### config.mk
export PLATFORM = sky130hd
export DESIGN_NAME = pipelined_cla_adder
export DESIGN_NICKNAME = d
export VERILOG_FILES = /design/src/rtl/pipelined_cla_adder_pkg.sv /design/src/rtl/pipelined_cla_adder_cla_group.sv /design/src/rtl/pipelined_cla_adder.sv
export SDC_FILE = /design/constraint.sdc
export NUM_CORES = 1
export LEC_CHECK = 0
export CAP_MARGIN = 20
export CORE_AREA = 2 2 88 107
export CTS_CLUSTER_SIZE = 40
export DETAILED_ROUTE_END_ITERATION = 10
export DIE_AREA = 0 0 90 109
export DONT_BUFFER_PORTS = 1
export PLACE_DENSITY_LB_ADDON = 0.25
export SYNTH_ARGS = -nofsm -noshare
export SYNTH_HDL_FRONTEND = slang
export SYNTH_SLANG_ARGS = --single-unit
### constraint.sdc
create_clock -name clk -period 5.85 [get_ports clk]
set_input_delay 1.17 -clock clk [delete_from_list [all_inputs] [get_ports clk]]
set_output_delay 1.17 -clock clk [all_outputs]
set_load 0.1 [all_outputs]
### src/rtl/pipelined_cla_adder_pkg.sv
// +----------------------------------------------------------------------------+
// | Module   : adder_pkg                                                       |
// | Desc     : Geometry helpers and legality check for pipelined_cla_adder.    |
// | Revision : 1.0 - initial release                                          |
// +----------------------------------------------------------------------------+
`default_nettype none

package adder_pkg;

    function automatic int num_groups(input int width, input int group);
        return width / group;
    endfunction

    function automatic int groups_per_stage(input int width, input int group, input int stages);
        return num_groups(width, group) / stages;
    endfunction

    // Width must split into whole groups, and groups must split evenly over the stages.
    function automatic bit params_ok(input int width, input int group, input int stages);
        return (group > 0) && (width > 0) && ((width % group) == 0) &&
               (stages >= 1) && (stages <= (width / group)) &&
               (((width / group) % stages) == 0);
    endfunction

endpackage

`default_nettype wire

### src/rtl/pipelined_cla_adder_cla_group.sv
// +----------------------------------------------------------------------------+
// | Module   : cla_group                                                       |
// | Desc     : GROUP-bit combinational carry-lookahead block with group G/P.   |
// | Revision : 1.0 - initial release                                          |
// +----------------------------------------------------------------------------+
`default_nettype none

module cla_group #(
    parameter int GROUP = 4
) (
    input  logic [GROUP-1:0] a,
    input  logic [GROUP-1:0] b,
    input  logic             cin,
    output logic [GROUP-1:0] sum,
    output logic             gg,
    output logic             gp,
    output logic             cout
);

    logic [GROUP-1:0] w_g;
    logic [GROUP-1:0] w_p;
    logic [GROUP-1:0] w_c;

    // Every bit carry is a flat sum of products over g/p terms, never a chain.
    always_comb begin : p_lookahead
        logic w_t;
        logic w_acc;
        w_t   = 1'b0;
        w_acc = 1'b0;
        w_g   = a & b;
        w_p   = a ^ b;
        w_c   = '0;
        gg    = 1'b0;
        for (int i = 0; i < GROUP; i++) begin
            w_acc = 1'b0;
            for (int m = 0; m < i; m++) begin
                w_t = w_g[m];
                for (int n = m + 1; n < i; n++) begin
                    w_t = w_t & w_p[n];
                end
                w_acc = w_acc | w_t;
            end
            w_t = cin;
            for (int n = 0; n < i; n++) begin
                w_t = w_t & w_p[n];
            end
            w_c[i] = w_acc | w_t;
        end
        for (int m = 0; m < GROUP; m++) begin
            w_t = w_g[m];
            for (int n = m + 1; n < GROUP; n++) begin
                w_t = w_t & w_p[n];
            end
            gg = gg | w_t;
        end
    end

    assign sum  = w_p ^ w_c;
    assign gp   = &w_p;
    assign cout = gg | (gp & cin);

endmodule

`default_nettype wire

### src/rtl/pipelined_cla_adder.sv
// +----------------------------------------------------------------------------+
// | Module   : pipelined_cla_adder                                             |
// | Desc     : Pipelined carry-lookahead add/subtract with valid/ready.        |
// |            Define PIPELINED_CLA_ADDER_SATURATE_EN to clamp s on overflow.  |
// | Revision : 1.0 - initial release                                          |
// +----------------------------------------------------------------------------+
`default_nettype none

module pipelined_cla_adder #(
    parameter int WIDTH  = 32,
    parameter int GROUP  = 4,
    parameter int STAGES = 2
) (
    input  logic             clk,
    input  logic             rst,
    input  logic             in_valid,
    output logic             in_ready,
    input  logic [WIDTH-1:0] a,
    input  logic [WIDTH-1:0] b,
    input  logic             cin,
    input  logic             sub,
    output logic             out_valid,
    input  logic             out_ready,
    output logic [WIDTH-1:0] s,
    output logic             cout,
    output logic             ovf
);

    import adder_pkg::*;

    localparam int c_G    = num_groups(WIDTH, GROUP);
    localparam int c_GPS  = groups_per_stage(WIDTH, GROUP, STAGES);
    localparam int c_LAST = STAGES - 1;

    if (!params_ok(WIDTH, GROUP, STAGES)) begin : g_param_check
        $fatal(1, "pipelined_cla_adder: illegal WIDTH/GROUP/STAGES combination");
    end

    // Stage inputs (w_*) and stage registers (r_*); r_a/r_b carry the operands
    // forward so later stages still see their unprocessed upper bits.
    logic [WIDTH-1:0]  w_a     [STAGES];
    logic [WIDTH-1:0]  w_b     [STAGES];
    logic [WIDTH-1:0]  w_s     [STAGES];
    logic [WIDTH-1:0]  w_nxt_s [STAGES];
    logic [STAGES-1:0] w_ci;
    logic [STAGES-1:0] w_v;
    logic [STAGES-1:0] w_nxt_c;
    logic [STAGES-1:0] w_adv;
    logic              w_ovf;

    logic [WIDTH-1:0]  r_a [STAGES];
    logic [WIDTH-1:0]  r_b [STAGES];
    logic [WIDTH-1:0]  r_s [STAGES];
    logic [STAGES-1:0] r_v;
    logic [STAGES-1:0] r_c;
    logic              r_ovf;

    logic [GROUP-1:0]  w_ga    [c_G];
    logic [GROUP-1:0]  w_gb    [c_G];
    logic [GROUP-1:0]  w_gsum  [c_G];
    logic              w_gci   [c_G];
    logic              w_ggen  [c_G];
    logic              w_gprop [c_G];
    logic              w_gco   [c_G];

    always_comb begin : p_stage_in
        w_a[0]  = a;
        w_b[0]  = sub ? ~b : b;
        w_s[0]  = '0;
        w_ci    = '0;
        w_v     = '0;
        w_ci[0] = sub | cin;
        w_v[0]  = in_valid;
        for (int k = 1; k < STAGES; k++) begin
            w_a[k]  = r_a[k-1];
            w_b[k]  = r_b[k-1];
            w_s[k]  = r_s[k-1];
            w_ci[k] = r_c[k-1];
            w_v[k]  = r_v[k-1];
        end
    end

    always_comb begin : p_group_ops
        for (int g = 0; g < c_G; g++) begin
            w_ga[g] = w_a[g / c_GPS][g*GROUP +: GROUP];
            w_gb[g] = w_b[g / c_GPS][g*GROUP +: GROUP];
        end
    end

    // Group carry-ins within a stage, built from group G/P terms in lookahead form.
    always_comb begin : p_group_carry
        logic w_t;
        logic w_acc;
        w_t   = 1'b0;
        w_acc = 1'b0;
        for (int k = 0; k < STAGES; k++) begin
            for (int j = 0; j < c_GPS; j++) begin
                w_acc = 1'b0;
                for (int m = 0; m < j; m++) begin
                    w_t = w_ggen[k*c_GPS + m];
                    for (int n = m + 1; n < j; n++) begin
                        w_t = w_t & w_gprop[k*c_GPS + n];
                    end
                    w_acc = w_acc | w_t;
                end
                w_t = w_ci[k];
                for (int n = 0; n < j; n++) begin
                    w_t = w_t & w_gprop[k*c_GPS + n];
                end
                w_gci[k*c_GPS + j] = w_acc | w_t;
            end
        end
    end

    for (genvar g = 0; g < c_G; g++) begin : g_grp
        cla_group #(
            .GROUP (GROUP)
        ) u_grp (
            .a    (w_ga[g]),
            .b    (w_gb[g]),
            .cin  (w_gci[g]),
            .sum  (w_gsum[g]),
            .gg   (w_ggen[g]),
            .gp   (w_gprop[g]),
            .cout (w_gco[g])
        );
    end

    always_comb begin : p_stage_out
        for (int k = 0; k < STAGES; k++) begin
            w_nxt_s[k] = w_s[k];
            for (int j = 0; j < c_GPS; j++) begin
                w_nxt_s[k][(k*c_GPS + j)*GROUP +: GROUP] = w_gsum[k*c_GPS + j];
            end
            w_nxt_c[k] = w_gco[k*c_GPS + c_GPS - 1];
        end
    end

    // a^b^s at the MSB recovers the carry into the MSB.
    assign w_ovf = w_a[c_LAST][WIDTH-1] ^ w_b[c_LAST][WIDTH-1] ^
                   w_nxt_s[c_LAST][WIDTH-1] ^ w_nxt_c[c_LAST];

    // Stage k may advance if the result drains or any stage at or after k is empty.
    always_comb begin : p_advance
        logic w_full;
        w_full = 1'b1;
        w_adv  = '0;
        for (int k = 0; k < STAGES; k++) begin
            w_full = 1'b1;
            for (int m = k; m < STAGES; m++) begin
                w_full = w_full & r_v[m];
            end
            w_adv[k] = out_ready | ~w_full;
        end
    end

    always_ff @(posedge clk) begin
        if (rst) begin
            r_v   <= '0;
            r_c   <= '0;
            r_ovf <= 1'b0;
            for (int k = 0; k < STAGES; k++) begin
                r_a[k] <= '0;
                r_b[k] <= '0;
                r_s[k] <= '0;
            end
        end else begin
            for (int k = 0; k < STAGES; k++) begin
                if (w_adv[k]) begin
                    r_v[k] <= w_v[k];
                    if (w_v[k]) begin
                        r_a[k] <= w_a[k];
                        r_b[k] <= w_b[k];
                        r_s[k] <= w_nxt_s[k];
                        r_c[k] <= w_nxt_c[k];
                    end
                end
            end
            if (w_adv[c_LAST] && w_v[c_LAST]) begin
                r_ovf <= w_ovf;
            end
        end
    end

    assign in_ready  = w_adv[0];
    assign out_valid = r_v[c_LAST];
    assign cout      = r_c[c_LAST];
    assign ovf       = r_ovf;

`ifdef PIPELINED_CLA_ADDER_SATURATE_EN
    localparam logic [WIDTH-1:0] c_SMAX = {1'b0, {(WIDTH-1){1'b1}}};
    localparam logic [WIDTH-1:0] c_SMIN = {1'b1, {(WIDTH-1){1'b0}}};

    // Wrapped sign 1 means the true result overflowed upward.
    assign s = r_ovf ? (r_s[c_LAST][WIDTH-1] ? c_SMAX : c_SMIN) : r_s[c_LAST];
`else
    assign s = r_s[c_LAST];
`endif

endmodule

`default_nettype wire

Yosys cells after proc, flatten, opt, wreduce, memory -nomap -nowiden
Memories as Yosys holds them, arrays and structs flattened.
Index checks and enable logic that the tools add are counted.
{"block": "totals", "regBits": 5, "latchBits": 0, "ram_bits": 192, "rom_bits": 0, "input_bits": 70, "output_inout_bits": 36, "wordCells": 248, "memories": 3}
{"block": "op_classes", "add_sub_neg": 0, "mul": 0, "n_div": 0, "n_lt_le_gt_ge": 0, "eq_ne": 0, "shift": 0, "n_mux": 17, "bitwise_logic": 212, "n_reduce_logical": 11}
{"memory": "r_a", "words": 2, "width": 32, "read_ports": 1, "rd_clocked_by_memory_dff": 0, "write_ports": 2, "line_no": "pipelined_cla_adder.sv:51", "source": "logic [WIDTH-1:0] r_a [STAGES];"}
{"memory": "r_b", "words": 2, "width": 32, "read_ports": 1, "rd_clocked_by_memory_dff": 0, "write_ports": 2, "line_no": "pipelined_cla_adder.sv:52", "source": "logic [WIDTH-1:0] r_b [STAGES];"}
{"memory": "r_s", "words": 2, "width": 32, "read_ports": 2, "rd_clocked_by_memory_dff": 0, "write_ports": 2, "line_no": "pipelined_cla_adder.sv:53", "source": "logic [WIDTH-1:0] r_s [STAGES];"}
{"operator": "$mux W32", "count": 7}
{"operator": "$or A1 B1 Y1", "count": 95}
{"operator": "$and A1 B1 Y1", "count": 87}
{"operator": "$xor A4 B4 Y4", "count": 16}
{"operator": "$and A4 B4 Y4", "count": 8}
{"operator": "$not A32 Y32", "count": 1}
{"operator": "$reduce_and A4 Y1", "count": 8}
{"operator": "$mux W1", "count": 10}
{"operator": "$reduce_and A2 Y1", "count": 2}
{"operator": "$xor A1 B1 Y1", "count": 3}
{"operator": "$not A1 Y1", "count": 2}
{"operator": "$logic_and A1 B1 Y1", "count": 1}

Logic depth before layout (Yosys ltp)
Gate-level depths: netlist (run 1).
{"block": "logic_depth", "word_depth": 20, "mapped_depth": 15, "depth_no_buf": 13}

Modules after synthesis
Synthesis (run 1) repeated with hierarchy kept, for this count alone.
{"block": "unflattened", "hier_cells": 462, "area_unflattened_um2": 5286.3}
{"mod": "pipelined_cla_adder", "n_inst": 1, "cells_each": 274, "area_per_inst_um2": 3779.9, "seq_area_each_um2": 2502.4}
{"mod": "cla_group at g_grp[3].u_grp ...", "n_inst": 5, "cells_each": 25, "area_per_inst_um2": 193.9, "seq_area_each_um2": 0.0}
{"mod": "cla_group at g_grp[0].u_grp ...", "n_inst": 3, "cells_each": 21, "area_per_inst_um2": 178.9, "seq_area_each_um2": 0.0}

Least setup slack after synthesis (run 1)
No wires, ideal clock.
{"block": "synth_path", "path_kind": "input to register", "startpoint": "input port sub", "endpoint": "memory r_s[0][15], data pin", "setup_time_ns": 0.257, "t_arrival_ns": 3.807, "t_required_ns": 5.593, "path_slack_ns": 1.786, "path_stages": 15, "n_path_buf": 2, "path_cell_list": "buf_2 > buf_2 > xor2_1 > ha_1 > a21o_1 > a21o_1 > a221o_1 > nor3_4 > o21ai_1 > ha_1 > o21ai_0 > nand2b_1 > a21oi_1 > xor2_1 > nor2_1"}
{"item": "from (decl)", "line_no": "pipelined_cla_adder.sv:21", "source": "input logic sub,"}
{"item": "to (decl)", "line_no": "pipelined_cla_adder.sv:53"}

==> results_dict.tcl, run 1 <==
set metrics [dict create \
    status "complete, no violations" \
    grt_pass1_vias 2730 \
    firstDrtPassIters 4 \
    cts_sinks 85 \
    hold_violations 0 \
    initial_core_util_pct 57.0 \
    hpwl_um 6080 \
    finClkSkew_ps 12.0 \
    worst_setup_path_start_kind "register" \
    max_cap_viol_count 0 \
    yosys_warnings 0 \
    synth_edf_count 80 \
    syn2layout_area_growth_pct 1.14 \
    clk_latency_ps 360 \
    ant_nets 0 \
    arrival_ps 3960 \
    vias_per_cell 5.20 \
    grt.overflow.total 0 \
    drive_gt1_share_pct 6.37 \
    antenna_found_initial 0 \
    fmax_mhz 260 \
    vias 2747 \
    slew_headroom_pct 24.3 \
    ctsResizeCount 0 \
    p_sw_share_pct 34.8 \
    synth_nets 551 \
    syn_inst 433 \
    p_switching_uw 539 \
    path_cells "nand3b_1 > nand2_1 > a21o_1 > buf_4 > nor2_1" \
    setup_viol 0 \
    core.rowCount 38 \
    drc 0 \
    worst_path_largest_cell_delay_ps 1070 \
    synthesis.area_um2 5040 \
    path_clk_slew_ps 80 \
    cp_slowest_cell "nand3b_1" \
    period_share_pct 65.8 \
    p_int_uw 1010 \
    ys_seq_elements 85 \
    ir_worst_vdd_mv 0.118 \
    synth_cell_types 41 \
    drv_slew 0 \
    end_kind "register" \
    powerDensity_nw_per_um2 303 \
    synthArstFlopShare_pct 0 \
    io_pins 106 \
    grt_max_degree 49 \
    worst_pin_slew_ps 1130 \
    coreArea_um2 8840 \
    routabilityCongestion 0.836 \
    p_leak_uw 0.00211 \
    crit_fanout 32 \
    wire_per_inst_um 15.4 \
    diodes 0 \
    dieArea_um2 9810 \
    hp-class "reg -> reg" \
    clkPwrFrac_pct 22.6 \
    grt_pass1_wl_um 13200 \
    fp.dieW_um 90 \
    grt_use_total_pct 17.7 \
    rsz0062_at_grt "false" \
    die_y_um 109 \
    fin_crit_ps 3850 \
    postSynthAreaPerCell_um2 11.6 \
    cts_inserted_buffers 9 \
    portBuffers 0 \
    cts_tree "done" \
    clock_path_buffers 2 \
    comb_power_share_pct 16.6 \
    seq_area_frac_synth_pct 49.7 \
    critical_path_class "reg -> reg" \
    sequentialPowerShare_pct 60.8 \
    drt-initial-drc-count 93 \
    cts_max_level 3 \
    ys.flop_type "edfxtp_1" \
    clock-root-buffer "clkbuf_8" \
    tns_ps 0 \
    post_cts_buffers 0 \
    nNetsFinal 521 \
    utilization_pct 57.6 \
    cp.required_ps 5960 \
    drt_wl_total_um 8130 \
    holdBufCountCts 0 \
]
[per-stage QoR]
stage | cells | total power, uW | setup slack, ps | cell area, um2 | hold slack [ps]
CTS | 527 | 1560 | 1930 | 5080 | 523
detailed placement | 511 | 1210 | 1890 | 4920 | 506
finish | 528 | 1550 | 2000 | 5100 | 521
floorplan | 433 | 1200 | 1790 | 5040 | 460
global route | 528 | 1630 | 1770 | 5100 | 540
global placement | 511 | 1200 | 1940 | 4920 | 504
[registers in the layout, indices dropped and copies added (netlist names)]
name / flops
r_b: 16
r_s: 48
r_v: 2
r_c: 2
r_a: 16
ovf: 1
[per-layer routing]
layer,share of wire [%],track usage (%),vias to the layer above
met5,0,0,-
met3,6.3,5.60,16
met2,50,29.4,84
met4,2.5,7.47,0
met1,42,21.5,1251
li1,-,-,1396
[synth_stat cells (6+ instances only)]
cell / instances / area share (%)
a21oi_1: 18 / 1.8
ha_1: 40 / 9.9
inv_1: 19 / 1.4
nand2_1: 6 / 0.45
nor2_1: 48 / 3.6
xor2_1: 28 / 4.9
and2_1: 37 / 4.6
fa_1: 8 / 3.2
xnor2_1: 27 / 4.7
a21o_1: 10 / 1.5
o21ai_0: 11 / 1.1
nand2b_1: 10 / 1.2
buf_4: 32 / 4.8
edfxtp_1: 80 / 48
buf_2: 9 / 0.89
[critical path: cells and delay by family, from the launching register on]
kind	cells	cell delay, ps
AO/OA/AOI/OAI	1	460
buffers and inverters	1	390
flip-flops	1	980
AND/OR/NAND/NOR	3	1740
[cells by family after synthesis]
family	synth area share, %
DFF	49.7
adders and majority gates	13.1
AOI/OAI and AO/OA	7.60
xor gates and xnor gates	9.56
buffers and inverters	7.38
and+or+nand+nor	12.7
[path summary, 6_finish.rpt]
check | start | to | slack [ps] | depth (start not counted)
worst max-delay path | r_v[1] | r_s[0][11] | 2000 | 5
worst min-delay path | r_s[0][7] | r_s[0][39] | 520 | 1
worst max register to register | r_v[1] | r_s[0][11] | 2000 | 5
worst min register to register | r_s[0][7] | r_s[0][39] | 520 | 1
[final cells by class]
| type | instances | area [um2] |
|---|---|---|
| clock buffer | 11 | 131 |
| clock inverter | 5 | 27.5 |
| fill | 747 | 3750 |
| inverter | 19 | 71.3 |
| sequential | 85 | 2500 |
| tap | 120 | 150 |
| multi-input combinational | 284 | 2170 |
| timing repair buffer | 4 | 42.5 |
[cell usage in the layout (no fill, tap or decap), types with 3 or more instances in the layout]
| master | count |
|---|---|
| and2_1 | 37 |
| a21oi_2 | 3 |
| xor2_1 | 28 |
| fa_1 | 8 |
| buf_4 | 3 |
| nand2_1 | 6 |
| inv_1 | 19 |
| a21oi_1 | 17 |
| o21ai_0 | 11 |
| dfxtp_1 | 5 |
| nand4_1 | 4 |
| o21a_1 | 5 |
| edfxtp_1 | 80 |
| a21o_1 | 10 |
| clkinv_2 | 3 |
| clkbuf_8 | 9 |
| ha_1 | 40 |
| nand2b_1 | 9 |
| nor2_1 | 48 |
| nor3_1 | 4 |
| xnor2_1 | 27 |
[power by group through the flow]
| stage | Clock [uW] | Sequential [uW] | Combinational [uW] |
|---|---|---|---|
| final | 350 | 941 | 256 |
| after global routing | 387 | 947 | 296 |
| after CTS | 364 | 943 | 257 |
| after detailed placement | 0 | 956 | 256 |
| after global placement | 0 | 955 | 249 |
| after floorplan | 0 | 775 | 420 |
Note: power is estimated with default switching activity, not from simulation.
==> inputs of run 2 (changes only) <==
--- a/config.mk
+++ b/config.mk
@@ -6,10 +6,10 @@
 export NUM_CORES = 1
 export LEC_CHECK = 0
 export CAP_MARGIN = 20
-export CORE_AREA = 2 2 88 107
+export CORE_AREA = 2 2 89 108
 export CTS_CLUSTER_SIZE = 40
 export DETAILED_ROUTE_END_ITERATION = 10
-export DIE_AREA = 0 0 90 109
+export DIE_AREA = 0 0 91 110
 export DONT_BUFFER_PORTS = 1
 export PLACE_DENSITY_LB_ADDON = 0.25
 export SYNTH_ARGS = -nofsm -noshare
==> constraint.sdc (replaced) <==
create_clock -name clk -period 3.2 [get_ports clk]
set_input_delay 0.64 -clock clk [delete_from_list [all_inputs] [get_ports clk]]
set_output_delay 0.64 -clock clk [all_outputs]
set_load 0.1 [all_outputs]
==> run 2 against run 1 <==
  * Combinational power is 89% higher
  * Clock-buffer cell count increased by 3
  * Non-clock buffer count up 5
  * Power up 90%
  * Critical path depth up 7
  * Global-route usage rose by 0.34 points
  * Largest cell class unchanged
  * Highest routed layer unchanged
==> results_dict.tcl, run 2 (synthesis results as in run 1) <==
set metrics [dict create \
    worst_setup_path_start_kind "register" \
    seq_area_um2 2500 \
    p_sw_share_pct 33.3 \
    largest_registers "r_s: 48 flops, r_a: 16 flops, r_b: 16 flops" \
    cts_sinks 85 \
    hold_violations 0 \
    drive_gt1_share_pct 8.47 \
    ctsResizeCount 0 \
    hpwl_um 6520 \
    vias_per_cell 5.30 \
    antenna_found_initial 0 \
    largest_reg_flops 48 \
    cts_max_level 3 \
    die_y_um 110 \
    cp.required_ps 3300 \
    syn2layout_area_growth_pct 2.73 \
    io_pins 106 \
    largest-register "r_s" \
    fin_crit_ps 2930 \
    hold_path_depth 1 \
    critical_path_class "reg -> reg" \
    slew_headroom_pct 33.7 \
    fp.dieW_um 91 \
    grt.overflow.total 0 \
    min_from "rst" \
    arrival_ps 3030 \
    grt_use_total_pct 18.0 \
    hp-class "in -> reg" \
    grt_pass1_wl_um 13700 \
    portBuffers 0 \
    crit_fanout 4 \
    p_leak_uw 0.00214 \
    fin_cells 533 \
    layout_common_cells "edfxtp_1, nor2_1, ha_1" \
    post_cts_buffers 0 \
    period_share_pct 91.4 \
    drt-initial-drc-count 76 \
    utilization_pct 57.9 \
    fmax_mhz 342 \
    end_kind "register" \
    drv_slew 0 \
    cts_tree "done" \
    r2r_end "r_s[0][63]" \
    p_int_uw 1960 \
    comb_power_share_pct 16.5 \
    nNetsFinal 526 \
    final_common_cell "edfxtp_1" \
    ant_nets 0 \
    rsz0062_at_grt "false" \
    cts_inserted_buffers 9 \
    reg2regPathDepth 12 \
    core.rowCount 38 \
    grt_max_degree 35 \
    dieArea_um2 10000 \
    clk_latency_ps 360 \
    dp_cells 517 \
    clock_path_buffers 2 \
    coreArea_um2 8940 \
    startpoint "r_b[0][16]" \
    max_cap_viol_count 0 \
    holdBufCountCts 0 \
    clock-root-buffer "clkbuf_8" \
    powerDensity_nw_per_um2 567 \
    vias 2826 \
    worstHoldEndpoint "r_v[1]" \
    initial_core_util_pct 56.4 \
    ir_worst_vdd_mv 0.206 \
    status "complete, no violations" \
    diodes 0 \
    wire_per_inst_um 15.7 \
    sequentialPowerShare_pct 58.6 \
    timing.rr.start "r_b[0][16]" \
    drc 0 \
    worst_pin_slew_ps 993 \
    path_clk_slew_ps 70 \
    finClkSkew_ps 6.45 \
    p_switching_uw 977 \
    rrSetupSlack_ps 270 \
    multi_input_area_um2 2180 \
    drt_wl_total_um 8370 \
    setup_viol 0 \
    finalPower_uw 2930 \
    clkPwrFrac_pct 24.9 \
    grt_pass1_vias 2977 \
    firstDrtPassIters 4 \
    fillers 787 \
    routabilityCongestion 0.807 \
]
-- run 2: changes by cell type in the layout (fill, tap and decap cells not counted), sizes merged --
| cell | delta |
|---|---|
| buf | +5 |
| clkinv | -4 |
| clkbuf | +3 |
| bufinv | +1 |
-- run 2: layout make-up --
cell class | count | area share (%)
clock buffer | 14 | 2.95
multi-input combinational | 284 | 42.2
sequential | 85 | 48.4
timing repair buffer | 9 | 1.55
inverter | 19 | 1.38
clock inverter | 2 | 0.677
tap | 120 | 2.90
-- run 2: worst max path at each step --
stage | endpoint | slack, ps | cells past startpoint
after floorplan | r_s[0][15] | -60 | 15
after global placement | r_s[0][15] | 90 | 13
after detailed placement | r_s[0][15] | -8 | 13
after CTS | r_s[0][63] | 230 | 12
after global routing | r_s[0][63] | 30 | 12
final | r_s[0][63] | 270 | 12
-- run 2: worst max-delay path, stage by stage, from the launching register on --
cell and delay [ps]:
edfxtp_1 420, ha_1 330, a21oi_1 200, o221ai_2 170, a21oi_1 240, o21ai_0 130, buf_4 160, ha_1 190
o21a_1 190, o21a_1 210, nor2_1 190, xor2_1 180, nor2_1 60
-- run 2: power groups by stage --
stage	registers, uW	clock network, uW	logic [uW]
floorplan	1420	0	774
global placement	1740	0	471
detailed placement	1750	0	488
CTS	1720	754	490
global route	1730	793	560
finish	1720	731	484
-- run 2: layer usage --
metal  GRT usage [%]  routed length, um  vias up
met5               0                  0        -
met4            10.6                209        0
met3            2.65                312       12
met2            34.1               4510       72
met1            19.2               3330     1340
li1                -                  -     1402
-- run 2: stage by stage --
step	area (um2)	hold slack [ps]	worst slack (ps)	TNS [ps]
2_1_floorplan	5070	452	-61.3	-78.6
3_3_place_gp	4990	463	88.0	0
3_5_place_dp	4990	477	-7.59	-7.59
4_1_cts	5180	318	225	0
5_1_grt	5180	328	33.7	0
6_report	5180	340	274	0
==> inputs of run 3 (changes only) <==
--- a/config.mk
+++ b/config.mk
@@ -11,7 +11,7 @@
 export DETAILED_ROUTE_END_ITERATION = 10
 export DIE_AREA = 0 0 91 110
 export DONT_BUFFER_PORTS = 1
-export PLACE_DENSITY_LB_ADDON = 0.25
+export PLACE_DENSITY = 0.75
 export SYNTH_ARGS = -nofsm -noshare
 export SYNTH_HDL_FRONTEND = slang
 export SYNTH_SLANG_ARGS = --single-unit
==> constraint.sdc (replaced) <==
create_clock -name clk -period 3.2 [get_ports clk]
set_input_delay 0.32 -clock clk [delete_from_list [all_inputs] [get_ports clk]]
set_output_delay 0.32 -clock clk [all_outputs]
set_load 0.1 [all_outputs]
==> run 3 against run 2 <==
  * Register-to-register slack gained 30 ps
  * Worst hold slack worse by 320 ps
  * Combinational power down 2%
  * Non-clock buffer count decreased by 2
  * Critical path depth unchanged
  * Global-route usage is 0.45 points lower
  * Routed wire length fell by 1.6%
  * Cell count fell by 0.38%
  * Clock skew shrank 2.2 ps
  * Critical endpoint unchanged
  * First-iteration DRC count rose by 12%
  * Largest cell class unchanged
==> results_dict.tcl, run 3 (synthesis results as in run 1) <==
set metrics [dict create \
    p_int_uw 1940 \
    post-route-worst-setup-slack_ps 308 \
    vias_per_cell 5.30 \
    nNetsFinal 524 \
    clock_path_buffers 2 \
    drc 0 \
    final_common_cell "edfxtp_1" \
    holdBufCountCts 0 \
    cts_max_level 3 \
    path_clk_slew_ps 80 \
    hpwl_um 6350 \
    portBuffers 0 \
    ir_worst_vdd_mv 0.203 \
    post_cts_buffers 0 \
    vias 2812 \
    met1_usage_pct 19.9 \
    core.rowCount 38 \
    path_cells "ha_1 > a21oi_1 > o221ai_2 > a21oi_1 > o21ai_0 > buf_4 > ha_1 > o21a_1 > o21a_1 > nor2_1 > xor2_1 > nor2_1" \
    finClkSkew_ps 4.29 \
    grt_max_degree 35 \
    largest-register "r_s" \
    pre_cts_ws_ps 241 \
    p_sw_share_pct 33.8 \
    worst_pin_slew_ps 1000 \
    fmax_mhz 346 \
    cp_top_family "compound AO/OA/AOI/OAI gates" \
    wire_per_inst_um 15.5 \
    clk_latency_ps 350 \
    sequentialPowerShare_pct 58.7 \
    grt_pass1_vias 2863 \
    coreArea_um2 8940 \
    fin_crit_ps 2890 \
    end_kind "register" \
    cts_inserted_buffers 9 \
    cts_tree "done" \
    fillers 766 \
    grt_most_used_layer "met2" \
    layout_common_cells "edfxtp_1, nor2_1, ha_1" \
    clock-root-buffer "clkbuf_8" \
    hp-class "in -> reg" \
    cp.required_ps 3310 \
    dieArea_um2 10000 \
    rsz0062_at_grt "false" \
    p_switching_uw 989 \
    die_y_um 110 \
    critical_path_class "reg -> reg" \
    p_leak_uw 0.00214 \
    syn2layout_area_growth_pct 2.23 \
    ant_nets 0 \
    drv_slew 0 \
    largest_reg_flops 48 \
    grt_pass1_wl_um 13500 \
    cp_slowest_cell "edfxtp_1" \
    worst_setup_path_start_kind "register" \
    antenna_found_initial 0 \
    grt_use_met2_pct 31.7 \
    critPathBufInv 1 \
    worst_path_largest_cell_delay_ps 410 \
    slew_headroom_pct 33.1 \
    period_share_pct 90.4 \
    grt_use_total_pct 17.6 \
    hold_violations 0 \
    routabilityCongestion 0.843 \
    tns_ps 0 \
    grt.overflow.total 0 \
    comb_power_share_pct 16.2 \
    arrival_ps 3000 \
    ctsResizeCount 0 \
    use_met3_pct 4.08 \
    setup_viol 0 \
    initial_core_util_pct 56.4 \
    drt-initial-drc-count 85 \
    max_cap_viol_count 0 \
    diodes 0 \
    utilization_pct 57.6 \
    io_pins 106 \
    drt_wl_total_um 8240 \
    powerDensity_nw_per_um2 569 \
    firstDrtPassIters 4 \
    fp.dieW_um 91 \
    status "complete, no violations" \
    cts_sinks 85 \
    crit_fanout 4 \
    largest_registers "r_s: 48 flops, r_a: 16 flops, r_b: 16 flops" \
    clkPwrFrac_pct 25.1 \
    drive_gt1_share_pct 7.54 \
]
-- run 3: final timing paths --
check | to | slack [ps] | from | cells past startpoint
worst max-delay path | r_s[0][63] | 310 | r_b[0][16] | 12
worst min-delay path | r_v[1] | 20 | rst | 1
worst max register to register | r_s[0][63] | 310 | r_b[0][16] | 12
worst min register to register | r_s[0][38] | 520 | r_s[0][6] | 1
-- run 3: power groups by stage --
| stage | Sequential, uW | Clock [uW] | Combinational, uW |
|---|---|---|---|
| floorplan | 1420 | 0 | 766 |
| finish | 1720 | 736 | 473 |
| detailed placement | 1750 | 0 | 477 |
| global route | 1730 | 796 | 546 |
| global placement | 1740 | 0 | 458 |
| CTS | 1720 | 757 | 479 |
-- run 3: cell type report --
cell class              instances  area [um2]  share of cell area [%]
flip-flops and latches         85        2500                    48.6
multi-input cells             284        2170                    42.1
well taps                     120         150                    2.91
clock buffers                  10         138                    2.67
inverters                      19        71.3                    1.38
repair buffers                  7        65.1                    1.26
clock inverters                 6        52.6                    1.02
-- run 3: stage by stage --
stage / area, um2 / hold slack (ps) / power (uW) / instances
after floorplan: 5040 / 449 / 2180 / 433
after global placement: 4960 / 387 / 2200 / 515
after detailed placement: 4960 / 395 / 2220 / 515
after CTS: 5150 / 0.377 / 2960 / 531
after global routing: 5150 / 4.72 / 3070 / 531
final: 5150 / 23.5 / 2930 / 531
-- run 3: routing by layer --
layer / up-vias / share of wire (%)
li1: 1402 / -
met2: 72 / 53
met3: 10 / 5.2
met4: 0 / 1.5
met5: - / 0
met1: 1328 / 40
-- run 3: worst reg2reg max path, stage by stage (launching register included) --
cell and delay [ps]:
edfxtp_1 410, ha_1 340, a21oi_1 200, o221ai_2 200
a21oi_1 240, o21ai_0 110, buf_4 150, ha_1 190
o21a_1 190, o21a_1 210, nor2_1 180, xor2_1 170
nor2_1 50
